[config.mk]
export PLATFORM = sky130hd
export DESIGN_NAME = stream_fifo_flat
export DESIGN_NICKNAME = d
export VERILOG_FILES = /design/src/rtl/stream_pkg.sv /design/src/rtl/stream_if.sv /design/src/rtl/stream_fifo_ram.sv /design/src/rtl/stream_fifo.sv /design/src/flat_wrapper.sv
export SDC_FILE = /design/constraint.sdc
export NUM_CORES = 1
export LEC_CHECK = 0
export BUFFER_PORTS_ARGS = -buffer_cell sky130_fd_sc_hd__buf_2
export CORE_ASPECT_RATIO = 1.1
export CORE_MARGIN = 4
export CORE_UTILIZATION = 55
export CTS_BUF_LIST = sky130_fd_sc_hd__clkbuf_16
export DETAILED_ROUTE_END_ITERATION = 12
export PLACE_DENSITY = 0.78
export SLEW_MARGIN = 20
export SYNTH_ARGS = -nofsm -noshare
export SYNTH_HDL_FRONTEND = slang
export SYNTH_SLANG_ARGS = --single-unit
[constraint.sdc]
create_clock -name clk -period 3 [get_ports clk]
set_input_delay 0.3 -clock clk [delete_from_list [all_inputs] [get_ports clk]]
set_output_delay 0.3 -clock clk [all_outputs]
set_load 0.05 [all_outputs]
[src/rtl/stream_pkg.sv]
// stream_pkg: shared types and sizing helpers for the stream_fifo slice.
package stream_pkg;

    function automatic int clog2_ptr(input int depth);
        return $clog2(depth) + 1;
    endfunction

    typedef struct packed {
        logic valid;
        logic ready;
    } hs_t;

endpackage

[src/rtl/stream_if.sv]
// stream_if: valid/ready/data stream bundle with producer (source) and consumer (sink) views.
interface stream_if #(parameter int WIDTH = 8);
    logic             valid;
    logic             ready;
    logic [WIDTH-1:0] data;
    modport source (output valid, data, input ready);
    modport sink   (input valid, data, output ready);
endinterface

[src/rtl/stream_fifo_ram.sv]
// stream_fifo_ram: write-enabled register array with asynchronous read; contents are never reset.
module stream_fifo_ram #(
    parameter int WIDTH = 8,
    parameter int DEPTH = 4
) (
    input  logic                     clk,
    input  logic                     we,
    input  logic [$clog2(DEPTH)-1:0] waddr,
    input  logic [WIDTH-1:0]         wdata,
    input  logic [$clog2(DEPTH)-1:0] raddr,
    output logic [WIDTH-1:0]         rdata
);
    logic [WIDTH-1:0] mem [DEPTH];

    always_ff @(posedge clk)
        if (we) mem[waddr] <= wdata;

    assign rdata = mem[raddr];
endmodule

[src/rtl/stream_fifo.sv]
// stream_fifo: DEPTH-entry valid/ready buffer between two stream_if ports.
// Define STREAM_FIFO_FALLTHROUGH_EN for a zero-latency bypass when the buffer is empty.
module stream_fifo
    import stream_pkg::*;
#(
    parameter int WIDTH = 8,
    parameter int DEPTH = 4
) (
    input  logic                   clk,
    input  logic                   rst_n,
    stream_if.sink                 up,
    stream_if.source               dn,
    input  logic                   flush,
    output logic [$clog2(DEPTH):0] level
);
    localparam int AW = $clog2(DEPTH);
    typedef logic [clog2_ptr(DEPTH)-1:0] ptr_t;

    ptr_t             wr_ptr, rd_ptr;
    logic             empty, full, push, pop, we, bypass;
    logic [WIDTH-1:0] rdata;

    if (DEPTH < 2 || (DEPTH & (DEPTH - 1)) != 0) begin : g_depth_chk
        $error("stream_fifo: DEPTH must be a power of two >= 2");
    end
    if ($bits(up.data) != WIDTH || $bits(dn.data) != WIDTH) begin : g_width_chk
        $error("stream_fifo: interface WIDTH does not match WIDTH");
    end

    assign empty    = wr_ptr == rd_ptr;
    assign full     = (wr_ptr[AW-1:0] == rd_ptr[AW-1:0]) && (wr_ptr[AW] != rd_ptr[AW]);
    assign up.ready = !full && !flush && rst_n;
    assign push     = up.valid && up.ready;
    assign pop      = dn.valid && dn.ready;

`ifdef STREAM_FIFO_FALLTHROUGH_EN
    // An empty buffer presents the incoming word directly; if it is taken at once it never touches storage.
    assign bypass   = empty && push && dn.ready;
    assign dn.valid = empty ? (up.valid && !flush && rst_n) : 1'b1;
    assign dn.data  = empty ? up.data : rdata;
`else
    assign bypass   = 1'b0;
    assign dn.valid = !empty;
    assign dn.data  = rdata;
`endif

    assign we    = push && !bypass;
    assign level = wr_ptr - rd_ptr;

    always_ff @(posedge clk or negedge rst_n)
        if (!rst_n) begin
            wr_ptr <= '0;
            rd_ptr <= '0;
        end else if (flush) begin
            wr_ptr <= '0;
            rd_ptr <= '0;
        end else begin
            if (we) wr_ptr <= wr_ptr + 1'b1;
            if (pop && !bypass) rd_ptr <= rd_ptr + 1'b1;
        end

    stream_fifo_ram #(.WIDTH(WIDTH), .DEPTH(DEPTH)) u_ram (
        .clk   (clk),
        .we    (we),
        .waddr (wr_ptr[AW-1:0]),
        .wdata (up.data),
        .raddr (rd_ptr[AW-1:0]),
        .rdata (rdata)
    );

    // A stalled output word must stay put until the consumer takes it.
    a_hold: assert property (@(posedge clk) disable iff (!rst_n)
        dn.valid && !dn.ready && !flush |=> dn.valid && $stable(dn.data))
        else $error("stream_fifo: dn word changed while stalled");
endmodule

[src/flat_wrapper.sv]
// flat-port wrapper written by rule: the top's interface ports become plain ports
module stream_fifo_flat import stream_pkg::*;
#(
    parameter int WIDTH = 8,
    parameter int DEPTH = 4
)
  (clk, rst_n, flush, level, up_valid, up_data, up_ready, dn_valid, dn_data, dn_ready);
  stream_if #(.WIDTH(WIDTH)) up_i ();
  stream_if #(.WIDTH(WIDTH)) dn_i ();
  input  logic clk;
  input  logic rst_n;
  input  logic flush;
  output logic [$clog2(DEPTH):0] level;
  input wire logic [$bits(up_i.valid)-1:0] up_valid;
  input wire logic [$bits(up_i.data)-1:0] up_data;
  output wire logic [$bits(up_i.ready)-1:0] up_ready;
  output wire logic [$bits(dn_i.valid)-1:0] dn_valid;
  output wire logic [$bits(dn_i.data)-1:0] dn_data;
  input wire logic [$bits(dn_i.ready)-1:0] dn_ready;
  assign up_i.valid = up_valid;
  assign up_i.data = up_data;
  assign up_ready = up_i.ready;
  assign dn_valid = dn_i.valid;
  assign dn_data = dn_i.data;
  assign dn_i.ready = dn_ready;
  stream_fifo #(.WIDTH(WIDTH), .DEPTH(DEPTH)) u_core (.clk(clk), .rst_n(rst_n), .up(up_i), .dn(dn_i), .flush(flush), .level(level));
endmodule
==> results of run 1 <==
[final timing paths]
check | startpoint | slack, ns | end | cells past startpoint
max | u_core.rd_ptr[0] | 0.43 | up_ready | 4
min in group asynchronous | rst_n | 0.39 | u_core.rd_ptr[2] | 2
min reg2reg | u_core.wr_ptr[1] | 0.66 | u_core.wr_ptr[1] | 2
max in group asynchronous | rst_n | 2.44 | u_core.wr_ptr[0] | 2
max reg2reg | u_core.rd_ptr[0] | 0.58 | u_core.u_ram.mem[1][3] | 4
min | up_data[6] | 0.25 | u_core.u_ram.mem[0][6] | 1
[per-layer routing]
layer / vias up / wire (um) / track usage [%]
met1: 483 / 1517 / 28.55
li1: 429 / - / -
met2: 36 / 1412 / 26.20
met3: 4 / 229 / 5.469
met5: - / 0 / 0
met4: 0 / 38 / 5.691
[repair_timing]
item | CTS | global route
setup endpoints to repair | 0 | 0
hold endpoints to repair | 6 | 0
hold buffers | 1 | 0
[report_power, final]
| part | internal (mW) | switching (mW) |
|---|---|---|
| Sequential | 0.587 | 0.0291 |
| Clock | 0.477 | 0.209 |
| Combinational | 0.110 | 0.241 |
| Total | 1.17 | 0.479 |
[per-stage QoR]
| step | hold WS, ns | instance area (um^2) | total power, mW | utilization [%] |
|---|---|---|---|---|
| floorplan | 0.004409 | 1689 | 0.8974 | - |
| global placement | 0.1531 | 1843 | 0.9732 | 64.61 |
| detailed placement | 0.1535 | 1843 | 0.9795 | 64.61 |
| CTS | 0.2456 | 2047 | 1.659 | 71.75 |
| global route | 0.2482 | 2047 | 1.714 | 71.75 |
| finish | 0.2499 | 2047 | 1.653 | 71.75 |
[worst max-delay path: cells and delay by family, from the launching register on]
kind                     cells  cell delay, ns
buffers and inverters        1            0.33
AO/OA/AOI/OAI                1            0.33
adder cells (fa/ha/maj)      1            0.36
flip-flops                   1            0.72
AND/OR/NAND/NOR              1            0.25
[flip-flops by register name (all words and copies together), names as in the netlist]
name,count
u_core.rd_ptr,3
u_core.u_ram.mem,32
u_core.wr_ptr,3
[cells in the mapped netlist, drive strengths merged]
cell / count / area share, %
nor2: 4 / 0.89
edfxtp: 32 / 57
inv: 6 / 1.3
mux2: 3 / 2.4
xor2: 1 / 0.52
xnor2: 2 / 1.0
fa: 1 / 1.2
ha: 7 / 5.2
dfrtp: 6 / 8.9
mux2i: 2 / 1.2
and2: 1 / 0.37
a21boi: 1 / 0.67
a2111o: 1 / 0.67
and3b: 1 / 0.52
clkbuf: 2 / 0.44
o311ai: 1 / 0.52
and3: 3 / 1.1
nor2b: 2 / 0.74
a21oi: 3 / 1.1
nand3: 1 / 0.30
mux4: 8 / 11
nand2b: 5 / 1.9
nand2: 3 / 0.67
buf: 1 / 0.30
a211o: 1 / 0.52
[cells by family after synthesis]
family | after synthesis | share of synthesized area (%)
muxes | 13 | 14.30
and+or+nand+nor | 20 | 6.444
xor gates and xnor gates | 3 | 1.556
AOI/OAI and AO/OA | 7 | 3.482
DFF | 38 | 65.78
buffers and inverters | 9 | 2.074
adders and majority gates | 8 | 6.370
[cells in the final DEF (no fill, tap or decap), drive strengths merged, types with 3 or more instances in the layout]
cell type,Yosys,routed
mux2,3,3
buf,1,25
nand2b,5,5
mux4,8,8
and3,3,3
dfrtp,6,6
nand2,3,3
clkbuf,2,5
ha,7,7
edfxtp,32,32
inv,6,6
nor2,4,4
a21oi,3,3
[area by class of cell]
cell class                 count  area [um^2]  share of cell area [%]
sequential                    38         1111                   54.28
clock buffer                   5        125.1                   6.112
multi-input combinational     51        543.0                   26.53
tap                           33        41.29                   2.017
timing repair buffer          26        135.1                   6.601
clock inverter                 3        68.82                   3.362
inverter                       6        22.52                   1.100
==> flow_metrics.py, run 1 <==
metrics = {
    "cts": {
        "post_cts_resized": 0,
        "clkTransAtPathRegs_ns": 0.06,
        "cts-root-buf": "clkbuf_16",
        "cts_tree": "yes",
        "cts_buffer_depth": 2,
        "post_cts.repair.setup_buffers": 0,
        "htree_levels": 2,
        "cts_buffers": 5,
        "cts_sinks": 38,
        "insertion_delay_ns": 0.28,
    },
    "setup_path": {
        "cp_cell_sequence": "ha_1, and2_0, a21oi_1, buf_2",
        "cpPeakStageDelay_ns": 0.72,
        "critPathKind": "reg -> out",
        "crit_fanout": 12,
        "critPathSlowestCell": "dfrtp_1",
        "cp.arrival_ns": 2.27,
        "start_kind": "flip-flop",
        "end_kind": "output port",
        "critPathRequiredTime_ns": 2.70,
    },
    "yosys": {
        "syn_inst": 98,
        "syn_area_per_cell_um2": 17.24,
        "syn_area_um2": 1689,
        "yosysWarningCount": 0,
        "synth_cell_types": 27,
        "yosysSeqAreaShare_pct": 65.78,
        "syn-num-nets": 119,
        "yosys_register_bits": 38,
    },
    "final_layout": {
        "nets": 149,
        "final_layout_size_suffix_gt1_share_pct": 34.88,
        "fillCellCount": 178,
        "num_antenna_cells": 0,
        "syn_to_final_growth_pct": 21.18,
        "instances_no_fill": 162,
    },
    "detailed_routing": {
        "num_vias": 952,
        "routedWlPerCell_um": 19.74,
        "drt-initial-drc-count": 84,
        "wl_um": 3198,
        "first_pass_iters": 4,
        "drc": 0,
        "antenna_left": 0,
        "avgViaCountPerCell": 5.877,
    },
    "global_route": {
        "grt_pass1_wl_um": 5154,
        "grt_pass1_vias": 973,
        "track_usage_pct": 18.81,
        "antenna_found_initial": 0,
        "grt-ovfl-total": 0,
        "grt_max_degree": 16,
    },
    "placement": {
        "dp_hpwl_um": 2308,
        "place_ws_ns": 0.5274,
        "io_buffers": 25,
        "dp_cells": 153,
        "gp_congestion": 0.8567,
    },
    "status": {
        "status": "completed",
    },
    "floorplanning": {
        "die_h_um": 66.12,
        "core_um2": 2853,
        "rows": 20,
        "io_pins": 26,
        "die_w_um": 60.84,
        "start_util_pct": 59.21,
        "die_area_um2": 4023,
    },
    "worst_hold_path": {
        "hp-class": "in -> reg",
    },
    "sta": {
        "setup_violations": 0,
        "hold_violations": 0,
        "setup_ws_ns": 0.4277,
        "tightest_slew_ns": 0.5960,
        "fin_tns_setup_ns": 0,
        "fmax_mhz": 388.8,
        "rsz0062_at_grt": "no",
        "maxSlewHeadroom_pct": 60.27,
        "period_needed_ns": 2.572,
        "fin_crit_sh_pct": 85.74,
        "fin_worst_skew_ns": 0.003897,
        "drv_slew": 0,
    },
    "power_and_ir_drop": {
        "vdd.ir_drop.worst_mv": 0.6105,
        "p_per_area_nw_per_um2": 807.7,
        "p_leak_nw": 0.8079,
    },
    "job": {
        "cap_violations": 0,
    },
}
No activity file was read; power rests on OpenSTA's default activity.
==> run 2: changes to the inputs <==
==> constraint.sdc (replaced) <==
create_clock -name clk -period 3 [get_ports clk]
set_input_delay 0.15 -clock clk [delete_from_list [all_inputs] [get_ports clk]]
set_output_delay 0.15 -clock clk [all_outputs]
set_load 0.05 [all_outputs]
==> run 2 against run 1 <==
Wire length fell by 3.5%. Flip-flop and latch count unchanged. Setup slack gained 0.12 ns. Final cell count unchanged. Clock skew grew 0.0021 ns. Die area is the same. Via count is 2.2% lower. Sequential share of layout area is 1.4 points higher. Utilization fell by 1.8 points. First-iteration DRC count shrank 23%. Fmax is 4.8% higher. Critical path type is now reg -> reg. Largest power group is now registers.
==> flow_metrics.py, run 2 (same netlist as run 1, synthesis figures left out) <==
metrics = {
    "detailed_routing": {
        "first_pass_iters": 4,
        "drc": 0,
        "wl_um": 3085,
        "num_vias": 931,
        "routedWlPerCell_um": 19.04,
        "avgViaCountPerCell": 5.747,
        "antenna_left": 0,
        "drt-initial-drc-count": 65,
    },
    "setup_path": {
        "critPathKind": "reg -> reg",
        "r2r_slack_ns": 0.55,
        "crit_fanout": 12,
        "path_buf_inv": 1,
        "cp.arrival_ns": 2.39,
        "critPathRequiredTime_ns": 2.94,
        "reg2reg_from": "u_core.rd_ptr[1]",
        "end_kind": "flip-flop",
        "cp_cell_sequence": "inv_1, ha_1, and2_0, a21oi_1, and3_1",
        "cpPeakStageDelay_ns": 0.65,
        "start_kind": "flip-flop",
        "critPathSlowestCell": "dfrtp_1",
        "r2r_end": "u_core.u_ram.mem[3][7]",
        "r2r_cells": 5,
        "cp_top_family": "simple AND/OR/NAND/NOR gates",
    },
    "final_layout": {
        "regMostFlops": "u_core.u_ram.mem",
        "register_area_um2": 1111,
        "largest_reg_flops": 32,
        "layout_commonest_cell": "edfxtp_1",
        "syn_to_final_growth_pct": 18.07,
        "nets": 149,
        "final_layout_size_suffix_gt1_share_pct": 34.11,
        "fillCellCount": 203,
        "top_regs": "u_core.u_ram.mem (32), u_core.rd_ptr (3), u_core.wr_ptr (3)",
        "num_antenna_cells": 0,
        "finish.instance_area_um2": 1994,
        "final_cell_mix": "edfxtp_1, buf_2, mux4_2",
        "multiInputGateArea_um2": 543.0,
    },
    "global_route": {
        "grt_pass1_vias": 969,
        "grt_pass1_wl_um": 4995,
        "antenna_found_initial": 0,
        "grt_max_degree": 16,
        "track_usage_pct": 18.31,
        "grt-ovfl-total": 0,
    },
    "worst_hold_path": {
        "hold_path_end": "u_core.u_ram.mem[0][3]",
        "hp-class": "in -> reg",
        "min_from": "up_data[3]",
        "hold_depth": 1,
    },
    "floorplanning": {
        "core_um2": 2853,
        "die_area_um2": 4023,
        "die_h_um": 66.12,
        "start_util_pct": 59.21,
        "die_w_um": 60.84,
        "rows": 20,
        "io_pins": 26,
    },
    "sta": {
        "setup_violations": 0,
        "tightest_slew_ns": 0.6064,
        "rsz0062_at_grt": "no",
        "fin_worst_skew_ns": 0.006044,
        "period_needed_ns": 2.454,
        "hold_violations": 0,
        "fin_tns_setup_ns": 0,
        "drv_slew": 0,
        "maxSlewHeadroom_pct": 59.57,
        "fmax_mhz": 407.5,
        "fin_crit_sh_pct": 81.80,
    },
    "cts": {
        "cts_buffer_depth": 2,
        "insertion_delay_ns": 0.28,
        "cts_sinks": 38,
        "cts_tree": "yes",
        "post_cts_resized": 0,
        "cts_buffers": 5,
        "htree_levels": 2,
        "cts-root-buf": "clkbuf_16",
        "clkTransAtPathRegs_ns": 0.06,
        "post_cts.repair.setup_buffers": 0,
    },
    "placement": {
        "gp_congestion": 0.8439,
        "io_buffers": 25,
        "dpl_cell_area_um2": 1843,
    },
    "power_and_ir_drop": {
        "vdd.ir_drop.worst_mv": 0.5892,
        "p_leak_nw": 0.7811,
        "p_per_area_nw_per_um2": 732.5,
    },
    "job": {
        "cap_violations": 0,
    },
    "status": {
        "status": "completed",
    },
}
[run 2: how the worst max path moves through the flow]
| stage | slack [ns] | cells after the start | from | endpoint |
|---|---|---|---|---|
| final | 0.55 | 5 | u_core.rd_ptr[1] | u_core.u_ram.mem[3][7] |
| after global routing | 0.32 | 4 | u_core.rd_ptr[0] | u_core.u_ram.mem[1][6] |
| after CTS | 0.52 | 5 | u_core.rd_ptr[1] | u_core.u_ram.mem[1][0] |
| after detailed placement | 0.53 | 4 | u_core.rd_ptr[0] | u_core.u_ram.mem[1][5] |
| after global placement | 0.62 | 4 | u_core.rd_ptr[0] | u_core.u_ram.mem[1][2] |
| after floorplan | 0.06 | 6 | u_core.rd_ptr[1] | u_core.u_ram.mem[1][0] |
[run 2: repair_timing]
| action | in CTS | in global routing |
|---|---|---|
| hold buffers | 1 | 0 |
| endpoints found under the hold margin | 6 | 0 |
| endpoints found under the setup margin | 0 | 0 |
[run 2: area by class of cell]
type | count | area share (%)
sequential | 38 | 55.71
clock inverter | 3 | 0.8156
timing repair buffer | 26 | 6.775
clock buffer | 5 | 6.274
inverter | 6 | 1.129
tap | 33 | 2.070
multi-input combinational | 51 | 27.23
[run 2: power breakdown]
group          total (mW)  internal, mW  leakage (nW)  switching (mW)
sequential          0.617         0.587         0.371          0.0295
combinational       0.352         0.111         0.342           0.241
clock               0.492         0.302        0.0672           0.190
total                1.46          1.00         0.781           0.460
[run 2: metrics by stage]
step           util, %  total power [mW]  std cells  hold slack (ns)  setup slack (ns)
6_report         69.91             1.461        162          0.09894            0.5459
5_1_grt          69.91             1.527        162           0.1050            0.3241
4_1_cts          69.91             1.477        162          0.09587            0.5221
3_5_place_dp     64.61            0.9806        153        0.0006499            0.5324
3_3_place_gp     64.61            0.9745        153         0.002984            0.6193
2_1_floorplan        -            0.8974         98          -0.1456           0.05989
[run 2: routing by layer]
metal / up-vias / wire length (um) / global-route usage (%)
met5: - / 0 / 0
met4: 0 / 61 / 6.775
met3: 11 / 210 / 7.227
met2: 32 / 1349 / 24.06
met1: 458 / 1464 / 27.28
li1: 430 / - / -
